### config.mk
export PLATFORM = sky130hd
export DESIGN_NAME = sym_pair_reader
export DESIGN_NICKNAME = d
export VERILOG_FILES = /design/src/rtl/sym_fir_pkg.sv /design/src/rtl/ring_addr_sub.sv /design/src/rtl/sym_pair_reader.sv
export SDC_FILE = /design/constraint.sdc
export NUM_CORES = 1
export LEC_CHECK = 0
export BUFFER_PORTS_ARGS = -buffer_cell sky130_fd_sc_hd__clkbuf_2
export CAP_MARGIN = 40
export CORE_AREA = 2 2 78 80
export CTS_CLUSTER_DIAMETER = 100
export DETAILED_ROUTE_END_ITERATION = 12
export DIE_AREA = 0 0 80 82
export SLEW_MARGIN = 20
export SYNTH_ARGS = -nofsm -noshare
export SYNTH_HDL_FRONTEND = slang
export SYNTH_SLANG_ARGS = --single-unit
### constraint.sdc
create_clock -name clk -period 2.65 [get_ports clk]
set_input_delay 0 -clock clk [delete_from_list [all_inputs] [get_ports clk]]
set_output_delay 0 -clock clk [all_outputs]
set_load 0.005 [all_outputs]
### src/rtl/sym_fir_pkg.sv
// Shared types and elaboration helpers for the symmetric FIR read-side sequencer.
package sym_fir_pkg;

  typedef enum logic [1:0] {
    IDLE = 2'd0,
    PAIR = 2'd1,
    CTR  = 2'd2,
    FIN  = 2'd3
  } rd_state_t;

  // Address/index width helper: $clog2 with a floor of one bit.
  function automatic int clog2_min1(input int value);
    return ($clog2(value) < 1) ? 1 : $clog2(value);
  endfunction

  function automatic bit cfg_legal(input int num_taps, input int depth);
    return (num_taps >= 2) && (depth >= num_taps) && ((depth & (depth - 1)) == 0);
  endfunction

endpackage

### src/rtl/ring_addr_sub.sv
// Ring-buffer address subtraction: base - offset with natural W-bit wraparound.
module ring_addr_sub #(
  parameter int W = 8
) (
  input  logic [W-1:0] i_base,
  input  logic [W-1:0] i_offset,
  output logic [W-1:0] o_diff
);

  assign o_diff = i_base - i_offset;

endmodule

### src/rtl/sym_pair_reader.sv
// Symmetric-pair address sequencer for the FIR sample ring buffer.
// Optional stall_cnt output enabled by defining SYM_PAIR_READER_STALL_CNT_EN.
module sym_pair_reader
  import sym_fir_pkg::*;
#(
  parameter  int NUM_TAPS = 16,
  parameter  int DEPTH    = 256,
  localparam int ADDR_W   = clog2_min1(DEPTH),
  localparam int IDX_W    = clog2_min1((NUM_TAPS + 1) / 2)
) (
  input  logic              clk,
  input  logic              rst_n,
  input  logic              start,
  input  logic [ADDR_W-1:0] newest_addr,
  output logic              busy,
  output logic              out_valid,
  input  logic              out_ready,
  output logic [ADDR_W-1:0] addr_a,
  output logic [ADDR_W-1:0] addr_b,
  output logic [IDX_W-1:0]  coef_idx,
  output logic              center,
  output logic              last,
`ifdef SYM_PAIR_READER_STALL_CNT_EN
  output logic [15:0]       stall_cnt,
`endif
  output logic              done
);

  if (!cfg_legal(NUM_TAPS, DEPTH)) begin : g_bad_cfg
    $error("sym_pair_reader: NUM_TAPS must be >= 2 and DEPTH a power of two >= NUM_TAPS");
  end

  localparam bit                ODD    = (NUM_TAPS % 2) == 1;
  localparam logic [IDX_W-1:0]  K_LAST = IDX_W'(NUM_TAPS / 2 - 1);
  localparam logic [ADDR_W-1:0] SPAN   = ADDR_W'(NUM_TAPS - 1);

  rd_state_t         r_state;
  logic [ADDR_W-1:0] r_base;
  logic [IDX_W-1:0]  r_k;
  logic [ADDR_W-1:0] r_addr_a;
  logic [ADDR_W-1:0] r_addr_b;
  logic              r_valid;
  logic              r_busy;
  logic              r_center;
  logic              r_last;
  logic              r_done;

  logic [ADDR_W-1:0] w_base;
  logic [IDX_W-1:0]  w_k_next;
  logic [ADDR_W-1:0] w_off_a;
  logic [ADDR_W-1:0] w_off_b;
  logic [ADDR_W-1:0] w_addr_a;
  logic [ADDR_W-1:0] w_addr_b;
  logic              w_handshake;

  // Addresses for the next beat are prepared here and registered on advance;
  // in the CTR beat both offsets collapse to (N-1)/2.
  // NOTE: every always_comb output gets a default first so no path can infer a latch.
  always_comb begin
    w_base   = r_base;
    w_k_next = r_k + 1'b1;
    if (r_state == IDLE) begin
      w_base   = newest_addr;
      w_k_next = '0;
    end
    w_off_a = ADDR_W'(w_k_next);
    w_off_b = SPAN - w_off_a;
  end

  assign w_handshake = r_valid & out_ready;

  ring_addr_sub #(.W(ADDR_W)) u_sub_a (
    .i_base   (w_base),
    .i_offset (w_off_a),
    .o_diff   (w_addr_a)
  );

  ring_addr_sub #(.W(ADDR_W)) u_sub_b (
    .i_base   (w_base),
    .i_offset (w_off_b),
    .o_diff   (w_addr_b)
  );

  // NOTE: state is updated with non-blocking assignments so every register samples pre-edge values.
  always_ff @(posedge clk or negedge rst_n) begin
    if (!rst_n) begin
      r_state  <= IDLE;
      r_base   <= '0;
      r_k      <= '0;
      r_addr_a <= '0;
      r_addr_b <= '0;
      r_valid  <= 1'b0;
      r_busy   <= 1'b0;
      r_center <= 1'b0;
      r_last   <= 1'b0;
      r_done   <= 1'b0;
    end else begin
      case (r_state)
        IDLE: begin
          r_done <= 1'b0;
          if (start) begin
            r_base   <= newest_addr;
            r_k      <= w_k_next;
            r_addr_a <= w_addr_a;
            r_addr_b <= w_addr_b;
            r_valid  <= 1'b1;
            r_busy   <= 1'b1;
            r_center <= 1'b0;
            r_last   <= !ODD && (w_k_next == K_LAST);
            r_state  <= PAIR;
          end
        end
        PAIR: begin
          if (w_handshake) begin
            if (r_k == K_LAST && !ODD) begin
              r_valid <= 1'b0;
              r_busy  <= 1'b0;
              r_last  <= 1'b0;
              r_done  <= 1'b1;
              r_state <= FIN;
            end else begin
              r_k      <= w_k_next;
              r_addr_a <= w_addr_a;
              r_addr_b <= w_addr_b;
              if (r_k == K_LAST) begin
                r_center <= 1'b1;
                r_last   <= 1'b1;
                r_state  <= CTR;
              end else begin
                r_last <= !ODD && (w_k_next == K_LAST);
              end
            end
          end
        end
        CTR: begin
          if (w_handshake) begin
            r_valid  <= 1'b0;
            r_busy   <= 1'b0;
            r_center <= 1'b0;
            r_last   <= 1'b0;
            r_done   <= 1'b1;
            r_state  <= FIN;
          end
        end
        FIN: begin
          r_done  <= 1'b0;
          r_state <= IDLE;
        end
        default: r_state <= IDLE;
      endcase
    end
  end

`ifdef SYM_PAIR_READER_STALL_CNT_EN
  logic [15:0] r_stall_cnt;

  always_ff @(posedge clk or negedge rst_n) begin
    if (!rst_n) begin
      r_stall_cnt <= '0;
    end else if (r_state == IDLE && start) begin
      r_stall_cnt <= '0;
    end else if (r_valid && !out_ready && r_stall_cnt != 16'hFFFF) begin
      r_stall_cnt <= r_stall_cnt + 16'd1;
    end
  end

  assign stall_cnt = r_stall_cnt;
`endif

  assign busy      = r_busy;
  assign out_valid = r_valid;
  assign addr_a    = r_addr_a;
  assign addr_b    = r_addr_b;
  assign coef_idx  = r_k;
  assign center    = r_center;
  assign last      = r_last;
  assign done      = r_done;

endmodule
==> results of run 1 <==
## worst max-delay path, delay by kind of cell, from the launching register on
family,cells,cell delay [ps]
compound gates,3,740
fa+ha+maj,2,600
flops,1,430
mux,1,400
buf+inv,1,130
simple gates,1,110
## flip-flops by register name, summed over array words and instances (netlist names)
signal and cells:
coef_idx 3, last 1, addr_b 8, done 1, addr_a 8, r_state 2
busy 1, r_base 8
## Yosys cell counts (all sizes together), types with 2 or more instances
cell type,number,share of area [%]
dfrtp,32,41
nand2,21,4.1
mux2,18,11
ha,13,8.4
o21ai,13,3.4
inv,11,2.1
nor2,7,1.4
a21oi,6,1.6
buf,6,2.1
mux2i,6,3.1
o31ai,6,2.8
nor2b,5,1.6
xnor2,5,2.3
nor3,4,1.0
or2,3,0.97
a2111oi,2,1.9
clkbuf,2,0.39
fa,2,2.1
nand2b,2,0.65
xor2,2,0.91
## through the flow
stage,area [sq um],hold slack [ps],cells
3_3_place_gp,2186,128.7,290
4_1_cts,2356,6.664,306
2_1_floorplan,1933,-295.6,184
5_1_grt,2400,15.21,307
3_5_place_dp,2186,137.4,290
6_report,2400,18.86,307
## layer usage
metal  global-route usage [%]  share of wire [%]  wire [um]
met1                    16.78                 49       1839
met2                    19.25                 43       1592
met3                    3.187                4.6        173
met4                    6.780                3.1        117
met5                        0                  0          0
## report_power, final
part / switching, uW / internal, uW / leakage, uW
logic: 1150 / 1050 / 0.000689
registers: 144 / 746 / 0.000389
clock network: 173 / 212 / 0.0000455
total: 1470 / 2010 / 0.00112
## kinds of logic (layout without fill, tap and decap cells)
| logic type | Yosys count | after routing | synth area share (%) |
|---|---|---|---|
| multiplexers | 24 | 24 | 13.79 |
| XOR/XNOR | 7 | 7 | 3.172 |
| AO/OA/AOI/OAI | 37 | 37 | 13.98 |
| buffers and inverters | 19 | 67 | 4.660 |
| adder cells (fa/ha/maj) | 15 | 15 | 10.49 |
| flip-flops | 32 | 32 | 41.42 |
| AND/OR/NAND/NOR | 49 | 49 | 12.30 |
| other | 1 | 1 | 0.1940 |
## final cells by class
| type | count | area [sq um] |
|---|---|---|
| fillers | 562 | 3346 |
| multi-input cells | 133 | 1059 |
| flip-flops and latches | 32 | 800.8 |
| repair buffers | 48 | 315.3 |
| well taps | 75 | 93.84 |
| clock buffers | 8 | 90.09 |
| inverters | 11 | 41.29 |
## final timing paths
check / endpoint / cells after the start
max reg2reg: addr_b[7] / 8
min reg2reg: addr_a[3] / 2
max: addr_b[7] / 8
max in group asynchronous: addr_a[6] / 3
min: r_base[4] / 2
min in group asynchronous: r_state[1] / 2
## repair_timing
action,CTS,global route
hold endpoints to repair,39,0
endpoints found under the setup margin,0,7
hold buffers,8,0
gates resized for setup,0,3
==> run metrics, run 1 <==
outcome=finished clean; vias in the first global route=between 1000 and 1500; commonest non-fill, non-tap cell in the layout=clkbuf_2; drt first pass iters=4; FFs w/ async S/R, synth=100.0%; most frequent cells in the layout=clkbuf_2 (34), dfrtp_1 (32), nand2_1 (21); Final #Nets=258; Initial Util=between 30% and 40%; Max Cap Viol=0; Ys Warns=0; Netlist Area Pre-Place=1933 sq um; total gr overflow=0; CTS Buf Count=5; GP Congestion=approximately 0.8; Final ANT Viol Nets=0; clk_lat worst skew=about 280 ps; Critical Path AT=roughly 2700 ps; final WL=about 3700 um; number of synthesized flops with an enable pin=0; Leak=0.001124 uW; Cells after Synth=184; relative slew slack=58.18%; Top FF cell, synth=dfrtp_1; clock buffer depth=2; CP Class=reg -> reg; PortBufs=34; startpoint types=flip-flop; CTS HTree Levels=2; # IOs=36; initial antenna violation count=0; setup TNS=0 ps; fin crit share=a little over nine tenths; final setup violating endpoints=0; VDD IR-drop max=0.4800 mV; Worst-path clk slew=70 ps; Critical Path Source=r_state[1]; drt initial violations=85; largest net degree at the start of global routing=33; Yosys reg bits=32; worst r2r src=r_state[1]; via count=1440; Top cell by count, worst path=o31ai_1; die width=roughly 80 um; worst slack, placed=-11.00 ps; reg2reg setup slack=around 130 ps; final hold viol count=0; die area=between 6000 and 7000 sq um; Mapped Nets=approximately 210; Final Core Density=a little over two fifths; Tightest Hold Check Type=in -> reg; Critical Path Sink Type=flip-flop; worst-path cell chain=inv_1 > ha_4 > mux2_2 > ha_1 > nor3_1 > o31ai_1 > a21oi_1 > o31ai_1; area grow syn2layout=24.14%; antenna diode count=0; Max Slew Vio Count=0; Critical Path Fanout Max=10; first-pass GRT wire length=6368 um; Post-CTS Setup Inserts=0; pwr/cell area=approximately 1500 nW/um^2; worst-margin pin slew=627.3 ps; core area=about 5700 sq um; DRC=0; share of cells above drive strength 1=between 30% and 40%; Root Buffer=clkbuf_8; Critical-path top delay cell=dfrtp_1; # clock sinks=32; post-synthesis cell type count=45; slowest stage delay, CP=around 430 ps; row count=28; clock skew=10.21 ps; Worst EP required=2820 ps; via-per-instance ratio=~4.7; Tmin final=approximately 2500 ps; hold path start=newest_addr[4]; PnR worst setup slack=approximately 130 ps; Die Y=82 um; post-DP HPWL=~3000 um; syn avg cell area=10.51 sq um; register area share after synthesis=between 40% and 50%; CTS tree=done; Total GRT Usage=about an eighth; Wirelength per Cell=~12 um; fmax=0.3966 GHz; Total Power=3482 uW
No activity file was read; power rests on OpenSTA's default activity.
==> run 2, diff against run 1 <==
CORE_AREA = 2 2 83 85   (was 2 2 78 80)
DIE_AREA = 0 0 85 87   (was 0 0 80 82)
SYNTH_HIERARCHICAL = 1   (was unset)
==> run 2 against run 1 <==
Against the previous run:
- utilization up 2.1 points
- fmax is 0.58% lower
- critical path type unchanged
- clock-buffer cell count is 1 lower
- clock power grew 36%
==> run metrics, run 2 <==
outcome=finished clean; post-DP HPWL=3316 um (+14%); Netlist Area Pre-Place=2208 sq um (+14%); Wirelength per Cell=12.46 um (+2.8%); total gr overflow=0 (unchanged); CTS tree=done; Leak=0.001398 uW (+24%); Total GRT Usage=13.40% (+0.66 points); Tightest Hold Check Type=in -> async; area grow syn2layout=30.48%; Max Cap Viol=0 (unchanged); # clock sinks=32 (unchanged); clock skew=7.433 ps (-2.780 ps); part of the power in the clock network=12.5% (+1.5 points); Sw Pwr=1592 uW (+8.2%); PortBufs=34 (unchanged); sequential share of power=20.9% (-4.7 points); hold_ws=94.77 ps (+75.90 ps); compound-gate portion of the synthesized area=12.58% (-1.4 points); share of cells above drive strength 1=42.65% (+12 points); clock buffer depth=2 (unchanged); die width=85 um (+6.3%); Die Y=87 um (+6.1%); FFs w/ async S/R, synth=100.0% (unchanged); CP Class=reg -> reg; pwr/cell area=1451 nW/um^2 (about the same); post-synthesis adder-cell area fraction=13.71% (+3.2 points); Global Route met2 Usage=22.59% (+3.3 points); via-per-instance ratio=4.585 (-2.2%); count leader, synth=dfrtp_1; drt initial violations=21 (-75%); met1 GRT Util=16.51% (-0.27 points); # IOs=36 (unchanged); via count=1614 (+12%); Worst EP required=2880 ps (+60 ps); initial antenna violation count=0 (unchanged); startpoint types=flip-flop; GP Congestion=0.7787 (-5.4%); syn avg cell area=11.04 sq um (+5.1%); DRC=0 (unchanged); Post-Synth Simple-Gate Area=6.006% (-6.3 points); VDD IR-drop max=0.5239 mV (+9.1%); die area=7395 sq um (+13%); CTS Buf Count=5 (unchanged); Internal Dissipation=2589 uW (+29%); clk_lat worst skew=290 ps (about the same); largest net degree at the start of global routing=26 (-21%); final instance area=2882 sq um (+20%); Root Buffer=clkbuf_8; Synth top area share=36.26% (-5.2 points); Critical Path Fanout Max=5 (-5); gr busiest metal=met2; Tmin final=2536 ps (+14.80 ps); Final #Nets=306 (+19%); largest family of logic cells by synthesized area=multiplexers; Critical Path Sink Type=flip-flop; GRT met3 Usage=4.171% (+0.98 points); Critical-path top delay cell=dfrtp_1; CTS HTree Levels=2 (unchanged); Worst-path clk slew=70 ps (about the same); Critical Path AT=2770 ps (+70 ps); core area=6569 sq um (+14%); commonest non-fill, non-tap cell in the layout=clkbuf_2; Final ANT Viol Nets=0 (unchanged); number of synthesized flops with an enable pin=0 (unchanged); Top FF cell, synth=dfrtp_1; most frequent cells in the layout=clkbuf_2 (34), dfrtp_1 (32), mux2_2 (27); row count=30 (+7.1%); worst-path cell chain=ha_1 > ha_1 > nor2b_2 > inv_1 > inv_1 > ha_2 > o211ai_2 > a21oi_2 > or3_1 > a31oi_1 > mux2_4; final setup violating endpoints=0 (unchanged); Cells after Synth=200 (+8.7%); Comb pwr share=66.6% (+3.2 points); Total Power=4180 uW (+20%); slowest stage delay, CP=430 ps (about the same); dominant cells by area after synthesis=dfrtp_1 (36%), mux2_2 (14%), ha_1 (12%); commonest cells in the netlist=dfrtp_1 (32), mux2_2 (28), inv_1 (27); post-synthesis cell type count=34 (-24%); first-pass GRT wire length=7755 um (+22%); Yosys top cell by area=dfrtp_1; placed inst area=2565 sq um (+17%); Initial Util=33.62% (about the same); Final Non-Filler Cells=352 (+15%); Max Slew Vio Count=0 (unchanged); Yosys reg bits=32 (unchanged); fmax=0.3943 GHz (-0.58%); multiplexer share of the synthesized area=19.94% (+6.2 points); final WL=4387 um (+18%); antenna diode count=0 (unchanged); final hold viol count=0 (unchanged); vias in the first global route=1660 (+21%); Synth Area in XOR/XNOR=4.759% (+1.6 points); fin crit share=95.71% (+0.56 points); drt first pass iters=4 (unchanged); Placed Cells=328 (+13%); Ys Warns=6 (+6); register area share after synthesis=36.26% (-5.2 points); Sw Share=38.08% (-4.2 points)
-- run 2: changes by cell type after synthesis, moves of 4 or more --
cell / delta
mux2_2: +14
nand2_1: -17
o21ai_1: -12
mux2i_1: -4
ha_1: +8
xnor2_1: +5
o31ai_1: -4
a31oi_1: +4
a21o_1: +6
mux2_4: +6
inv_1: +16
nor3_1: -4
nand2b_1: +5
-- run 2: cells by family after synthesis --
family / after synthesis
compound gates: 38
mux: 37
flops: 32
buf+inv: 31
simple gates: 25
fa+ha+maj: 23
xor+xnor: 12
other cells: 2
-- run 2: layout make-up --
class	count	area [sq um]
repair buffers	59	392.9
clock inverters	1	30.03
clock buffers	7	96.34
well taps	80	100.1
inverters	27	103.9
multi-input cells	146	1358
fillers	641	3687
flip-flops and latches	32	800.8
-- run 2: critical path, delay by kind of cell, from the launching register on --
| kind | cells | cell delay (ps) |
|---|---|---|
| fa+ha+maj | 3 | 800 |
| simple gates | 2 | 510 |
| compound gates | 3 | 430 |
| flops | 1 | 430 |
| mux | 1 | 160 |
| buf+inv | 2 | 140 |
-- run 2: metrics by stage --
| step | utilization, % | setup WS, ps | TNS [ps] |
|---|---|---|---|
| floorplan | - | 2.306 | 0 |
| global placement | 38.74 | 50.85 | 0 |
| detailed placement | 39.05 | 11.02 | 0 |
| CTS | 42.76 | 3.133 | 0 |
| global route | 43.87 | -15.64 | -19.91 |
| finish | 43.87 | 113.7 | 0 |
-- run 2: layer usage --
metal  wire length [um]  part of all wire (%)  vias to the layer above
met5                  0                     0                        -
met4                 53                   1.2                        0
met3                210                   4.8                        6
met1               2123                    48                      753
li1                   -                     -                      822
met2               2000                    46                       33
-- run 2: timing repair --
item / in CTS / in global routing
pin swaps: 1 / 6
hold buffers: 9 / 0
endpoints found under the setup margin: 3 / 6
setup buffers: 3 / 4
resized for setup: 1 / 14
hold endpoints to repair: 40 / 0
-- run 2: power groups by stage --
stage,sequential (uW),combinational [uW],clock [uW]
6_report,874,2780,523
3_3_place_gp,878,2570,0
3_5_place_dp,886,2600,0
2_1_floorplan,885,1970,0
5_1_grt,911,3120,563
4_1_cts,876,2680,538
-- run 2: final timing paths --
path / start / endpoint / slack (ps) / cells past startpoint
min in group clk: out_ready / coef_idx[2] / 150 / 4
max: coef_idx[0] / addr_b[7] / 110 / 11
max in group asynchronous: rst_n / r_base[6] / 2140 / 3
min reg2reg: last / last / 510 / 1
max reg2reg: coef_idx[0] / addr_b[7] / 110 / 11
min: rst_n / done / 90 / 2
